**config.mk**
```make
export PLATFORM = sky130hd
export DESIGN_NAME = mix_columns_seq
export DESIGN_NICKNAME = d
export VERILOG_FILES = /design/src/rtl/mix_columns_seq_pkg.sv /design/src/rtl/gf_xtime.sv /design/src/rtl/mix_columns_seq.sv
export SDC_FILE = /design/constraint.sdc
export NUM_CORES = 1
export LEC_CHECK = 0
export BUFFER_PORTS_ARGS = -buffer_cell sky130_fd_sc_hd__buf_2
export CORE_AREA = 3 3 194 196
export DETAILED_ROUTE_END_ITERATION = 10
export DIE_AREA = 0 0 197 199
export PLACE_DENSITY = 0.7
export SYNTH_ARGS = -nofsm -noshare
export SYNTH_HDL_FRONTEND = slang
export SYNTH_SLANG_ARGS = --single-unit
```
**constraint.sdc**
```tcl
create_clock -name clk -period 5.2 [get_ports clk]
set_input_delay 1.04 -clock clk [delete_from_list [all_inputs] [get_ports clk]]
set_output_delay 1.04 -clock clk [all_outputs]
set_load 0.02 [all_outputs]
```
**src/rtl/mix_columns_seq_pkg.sv**
```systemverilog
// Shared AES package for the sequential MixColumns block.
// Holds the FSM state type, the GF(2^8) reduction constant, the byte/column
// index helpers used to address the 128-bit state, and the xtime function.
package mix_columns_seq_pkg;

    typedef enum logic [1:0] {
        IDLE = 2'd0,
        RUN  = 2'd1,
        DONE = 2'd2
    } state_e;

    // Low byte of x^8 + x^4 + x^3 + x + 1.
    localparam logic [7:0] XT_POLY = 8'h1B;

    // Byte index of row i within column c.
    function automatic logic [3:0] col_byte(input logic [1:0] c, input logic [1:0] i);
        return {c, i};
    endfunction

    // LSB position of byte k; byte 0 sits in the most significant bits.
    function automatic int unsigned byte_lsb(input logic [3:0] k);
        return 32'd8 * (32'd15 - {28'd0, k});
    endfunction

    // LSB position of column c.
    function automatic int unsigned col_lsb(input logic [1:0] c);
        return 32'd32 * (32'd3 - {30'd0, c});
    endfunction

    function automatic logic [7:0] xtime(input logic [7:0] b);
        return {b[6:0], 1'b0} ^ (b[7] ? XT_POLY : 8'h00);
    endfunction

endpackage

```
**src/rtl/gf_xtime.sv**
```systemverilog
// Pipelined GF(2^8) multiply-by-x with a valid bit travelling alongside.
// Ports:
//   clk, rst    : clock and synchronous active-high reset
//   i_valid     : i_byte is a request this cycle
//   i_byte      : operand
//   o_valid     : o_byte holds a result (LAT cycles after the request)
//   o_byte      : xtime(i_byte)
module gf_xtime
    import mix_columns_seq_pkg::*;
#(
    parameter int unsigned LAT = 1
) (
    input  logic       clk,
    input  logic       rst,
    input  logic       i_valid,
    input  logic [7:0] i_byte,
    output logic       o_valid,
    output logic [7:0] o_byte
);

    logic [7:0]     r_data  [LAT];
    logic [LAT-1:0] r_valid;

    always_ff @(posedge clk) begin
        if (rst) begin
            r_valid <= '0;
            for (int s = 0; s < int'(LAT); s++) begin
                r_data[s] <= '0;
            end
        end else begin
            r_valid[0] <= i_valid;
            r_data[0]  <= xtime(i_byte);
            // Extra stages only delay the already-computed result.
            for (int s = 1; s < int'(LAT); s++) begin
                r_valid[s] <= r_valid[s-1];
                r_data[s]  <= r_data[s-1];
            end
        end
    end

    assign o_valid = r_valid[LAT-1];
    assign o_byte  = r_data[LAT-1];

endmodule

```
**src/rtl/mix_columns_seq.sv**
```systemverilog
// Sequential AES forward MixColumns using one shared xtime unit.
// One byte is issued to gf_xtime per RUN cycle; results are captured in order,
// and each column is folded into out_state once its four xt values are held.
// Ports:
//   clk, rst               : clock and synchronous active-high reset
//   in_valid/in_ready      : input handshake, in_state latched on accept
//   in_state               : 128-bit state, byte 0 in bits [127:120]
//   out_valid/out_ready    : output handshake, out_state held in DONE
//   out_state              : MixColumns result, same byte order
//   busy                   : high whenever the FSM is not IDLE
module mix_columns_seq
    import mix_columns_seq_pkg::*;
#(
    parameter int unsigned XT_LAT = 1
) (
    input  logic         clk,
    input  logic         rst,
    input  logic         in_valid,
    output logic         in_ready,
    input  logic [127:0] in_state,
    output logic         out_valid,
    input  logic         out_ready,
    output logic [127:0] out_state,
    output logic         busy
);

    state_e       r_state;
    logic [127:0] r_in;
    logic [127:0] r_xt;
    logic [127:0] r_out;
    logic [3:0]   r_issue_cnt;
    logic         r_issue_done;
    logic [3:0]   r_cap_cnt;
    logic         r_asm;
    logic [1:0]   r_asm_col;
    logic         r_asm_last;
    logic         r_out_valid;

    logic         w_issue;
    logic [7:0]   w_issue_byte;
    logic         w_xt_valid;
    logic [7:0]   w_xt_byte;
    logic         w_cap;
    logic [7:0]   w_a   [4];
    logic [7:0]   w_x   [4];
    logic [7:0]   w_col [4];
    logic [31:0]  w_mix_col;

    assign w_issue      = (r_state == RUN) && !r_issue_done;
    assign w_issue_byte = r_in[byte_lsb(r_issue_cnt) +: 8];
    assign w_cap        = (r_state == RUN) && w_xt_valid;

    gf_xtime #(
        .LAT (XT_LAT)
    ) u_xtime (
        .clk     (clk),
        .rst     (rst),
        .i_valid (w_issue),
        .i_byte  (w_issue_byte),
        .o_valid (w_xt_valid),
        .o_byte  (w_xt_byte)
    );

    // r_i = xt(a_i) ^ xt(a_i+1) ^ a_i+1 ^ a_i+2 ^ a_i+3 for the column being assembled.
    always_comb begin
        for (int i = 0; i < 4; i++) begin
            w_a[i] = r_in[byte_lsb(col_byte(r_asm_col, 2'(i))) +: 8];
            w_x[i] = r_xt[byte_lsb(col_byte(r_asm_col, 2'(i))) +: 8];
        end
        for (int i = 0; i < 4; i++) begin
            w_col[i] = w_x[i] ^ w_x[(i+1)%4] ^ w_a[(i+1)%4] ^ w_a[(i+2)%4] ^ w_a[(i+3)%4];
        end
        w_mix_col = {w_col[0], w_col[1], w_col[2], w_col[3]};
    end

    always_ff @(posedge clk) begin
        if (rst) begin
            r_state      <= IDLE;
            r_in         <= '0;
            r_xt         <= '0;
            r_out        <= '0;
            r_issue_cnt  <= '0;
            r_issue_done <= 1'b0;
            r_cap_cnt    <= '0;
            r_asm        <= 1'b0;
            r_asm_col    <= '0;
            r_asm_last   <= 1'b0;
            r_out_valid  <= 1'b0;
        end else begin
            unique case (r_state)
                IDLE: begin
                    if (in_valid) begin
                        r_in         <= in_state;
                        r_issue_cnt  <= '0;
                        r_issue_done <= 1'b0;
                        r_cap_cnt    <= '0;
                        r_asm        <= 1'b0;
                        r_asm_last   <= 1'b0;
                        r_state      <= RUN;
                    end
                end
                RUN: begin
                    if (w_issue) begin
                        r_issue_cnt <= r_issue_cnt + 4'd1;
                        if (r_issue_cnt == 4'd15) begin
                            r_issue_done <= 1'b1;
                        end
                    end
                    // A column is ready the cycle after its fourth xt value lands.
                    r_asm      <= w_cap && (r_cap_cnt[1:0] == 2'd3);
                    r_asm_last <= w_cap && (r_cap_cnt == 4'd15);
                    if (w_cap) begin
                        r_xt[byte_lsb(r_cap_cnt) +: 8] <= w_xt_byte;
                        r_cap_cnt                      <= r_cap_cnt + 4'd1;
                        r_asm_col                      <= r_cap_cnt[3:2];
                    end
                    if (r_asm) begin
                        r_out[col_lsb(r_asm_col) +: 32] <= w_mix_col;
                    end
                    if (r_asm_last) begin
                        r_state     <= DONE;
                        r_out_valid <= 1'b1;
                    end
                end
                DONE: begin
                    if (out_ready) begin
                        r_state     <= IDLE;
                        r_out_valid <= 1'b0;
                    end
                end
                default: r_state <= IDLE;
            endcase
        end
    end

    assign in_ready  = (r_state == IDLE);
    assign busy      = (r_state != IDLE);
    assign out_valid = r_out_valid;
    assign out_state = r_out;

endmodule
```
==> flow_summary.json <==
{
  "status": "finished, final reports clean",
  "die_w_um": 197,
  "fin_crit_ps": 3535,
  "numCtsBuffers": 42,
  "synth_area_leader_cell": "dfxtp_1",
  "clock_sinks": 409,
  "n_antenna_cell": 0,
  "leakagePower_nw": 8.318,
  "clock.fmax_mhz": 282.9,
  "min-delay-start": "out_state[49]$_SDFFE_PP0P_",
  "min_to": "out_state[49]$_SDFFE_PP0P_",
  "slowest_delay_ps": 1060,
  "cts_setup_buffers": 0,
  "startpoint": "r_cap_cnt[1]$_SDFFE_PP0P_",
  "synthDistinctLibCells": 44,
  "core_um2": 36260,
  "regToRegSetupSlack_ps": 1670,
  "cp.required_ps": 5660,
  "reg2reg_to": "r_xt[76]$_SDFFE_PP0P_",
  "cts_resized": 0,
  "detail_route.vias_per_cell": 5.902,
  "hold_buffers": 0,
  "mappedNetlistArea_um2": 17680,
  "cts_tree": "yes",
  "grt_pass1_wl_um": 81520,
  "syn2layout_area_growth_pct": 17.20,
  "vias": 14630,
  "rsz0062_at_grt": "false",
  "dp_slack_ps": 1799,
  "whs_ps": 444.8,
  "report.final.slew_viol_count": 0,
  "arrival_ps": 3990,
  "yosys_register_bits": 409,
  "drive_above_1_share_pct": 23.42,
  "cellPowerDensity_nw_per_um2": 341.8,
  "clock_latency_ps": 560,
  "final-hold-violation-count": 0,
  "track_usage_pct": 26.81,
  "setup_viol": 0,
  "cts_buffer_depth": 3,
  "globalRoute.busiestLayer": "met2",
  "ff2ff_path_depth": 6,
  "routed_wirelength_um": 54560,
  "ys_seq_area_share_pct": 46.31,
  "hp-class": "flip-flop to flip-flop",
  "synth_area_leaders": "dfxtp_1, mux4_2, nand2_1",
  "root_buffer": "clkbuf_16",
  "fin_nets": 2117,
  "grt_pass1_vias": 13583,
  "syn_nets": 1930,
  "grtUsageMet1_pct": 35.95,
  "place.gp.congestion": 0.9651,
  "ys.flop_type": "dfxtp_1",
  "fin_crit_sh_pct": 67.97,
  "die_area_um2": 39200,
  "io_buffers": 262,
  "dp_hpwl_um": 39840,
  "fin_worst_skew_ps": 22.17,
  "synth_top_area_share_pct": 46.31,
  "drt-initial-drc-count": 1296,
  "crit_chain": "ha_1 > nor2b_1 > nand4b_1 > nor3_1 > nand2_1 > a21oi_1",
  "grt_antenna_before_repair": 0,
  "ant_nets": 0,
  "grt_max_degree": 109,
  "slew_headroom_pct": 24.99,
  "gr-usage-met2_pct": 42.22,
  "cts_htree_levels": 2,
  "start_util_pct": 48.76,
  "yosys_warnings": 0,
  "worstPathMaxFanout": 35,
  "synth_area_per_cell_um2": 9.877,
  "synth_edf_count": 0,
  "timing.rr.start": "r_cap_cnt[1]$_SDFFE_PP0P_",
  "maxCapViolations": 0,
  "fin_tns_setup_ps": 0,
  "rows": 70,
  "worst_setup_hold_path_clk_slew_ps": 60,
  "fp.dieH_um": 199,
  "worst_slack_ps": 1665,
  "holdPathStages": 2,
  "tightest_slew_ps": 1125,
  "dr.pass1.iters": 5,
  "crit_type": "flip-flop to flip-flop",
  "wl_per_cell_um": 22.01,
  "worstSetupStartpointType": "flip-flop",
  "async_flop_share_pct": 0,
  "synthCells": 1790,
  "drc": 0,
  "slowest_stage": "ha_1",
  "worst_setup_path_end_kind": "flip-flop",
  "ios": 263,
  "overflow": 0,
  "grtUsageMet3_pct": 6.453,
  "vdd_drop_max_v": 0.0002602
}
==> area by class of cell <==
type,instances,area [um^2]
inverters,9,33.78
clock buffers,59,1267
repair buffers,283,1490
flip-flops and latches,409,8194
multi-input cells,1232,8876
well taps,468,585.6
fillers,3142,15540
clock inverters,19,272.8
==> cell usage in the layout (no fill, tap or decap), drive strengths merged, types with 9 or more instances in the layout <==
master | synthesis | final
dfxtp | 409 | 409
nand2 | 331 | 331
buf | 39 | 282
a21oi | 191 | 191
nor2 | 124 | 124
a22o | 116 | 116
mux4 | 96 | 96
mux2i | 90 | 90
xnor2 | 65 | 65
clkbuf | 101 | 60
o21ai | 42 | 42
xor2 | 41 | 41
nor3 | 20 | 20
nand3 | 16 | 16
and2 | 13 | 13
a211oi | 12 | 12
and3 | 12 | 12
clkinv | 0 | 11
nor4 | 10 | 10
inv | 9 | 9
==> stage by stage <==
step | total power [mW] | area, um^2 | utilization, % | std cells
final | 7.083 | 20720 | 57.14 | 2479
after global placement | 3.856 | 19180 | 52.90 | 2401
after floorplan | 3.650 | 17680 | - | 1790
after CTS | 7.115 | 20720 | 57.14 | 2479
after detailed placement | 3.866 | 19180 | 52.90 | 2401
after global routing | 7.301 | 20720 | 57.14 | 2479
==> flip-flops by register name, summed over array words and instances, names as in the netlist <==
register and count:
r_asm_last 1, u_xtime.r_data 8, r_state 2, out_state 128
r_issue_cnt 4, r_issue_done 1, r_in 128, r_xt 128
out_valid 1, r_asm_col 2, r_asm 1, r_cap_cnt 4
u_xtime.o_valid 1
==> cells by family (layout without fill, tap and decap cells) <==
kind of cell / count (synthesis) / in the layout / synth area share [%]
buffers and inverters: 149 / 370 / 3.652
and+or+nand+nor: 564 / 564 / 13.73
adders and majority gates: 8 / 8 / 0.5662
DFF: 409 / 409 / 46.31
xor gates and xnor gates: 106 / 106 / 5.251
AOI/OAI and AO/OA: 368 / 368 / 13.16
muxes: 186 / 186 / 17.32
==> critical path, delay by kind of cell (launching register included) <==
| kind | cells | cell delay [ps] |
|---|---|---|
| AOI/OAI and AO/OA | 1 | 160 |
| and+or+nand+nor | 4 | 1870 |
| DFF | 1 | 360 |
| adders and majority gates | 1 | 1060 |
==> report_power, final <==
part	total, mW	internal, mW	switching, mW
clock network	3.27	2.01	1.27
registers	3.28	3.20	0.0859
logic	0.526	0.194	0.333
==> cells in the mapped netlist, types with 19 or more instances <==
cell type    n
xnor2_1     65
a22o_1     116
mux2i_1     90
nand2_1    331
a21oi_1    191
xor2_1      41
dfxtp_1    409
buf_2       21
o21ai_0     42
mux4_2      96
nor3_1      19
clkbuf_1   101
nor2_1     122
==> worst max-delay path by stage <==
| stage | to |
|---|---|
| floorplan | r_xt[0]$_SDFFE_PP0P_ |
| global placement | r_xt[76]$_SDFFE_PP0P_ |
| detailed placement | r_xt[76]$_SDFFE_PP0P_ |
| CTS | r_xt[75]$_SDFFE_PP0P_ |
| global route | r_xt[76]$_SDFFE_PP0P_ |
| finish | r_xt[76]$_SDFFE_PP0P_ |
==> layer usage <==
layer | vias to the layer above | wire, um | share of wire, %
li1 | 6696 | - | -
met1 | 7032 | 22220 | 41
met2 | 785 | 24920 | 46
met3 | 117 | 5169 | 9.5
met4 | 0 | 2248 | 4.1
met5 | - | 0 | 0
(Power assumes the default switching activity.)
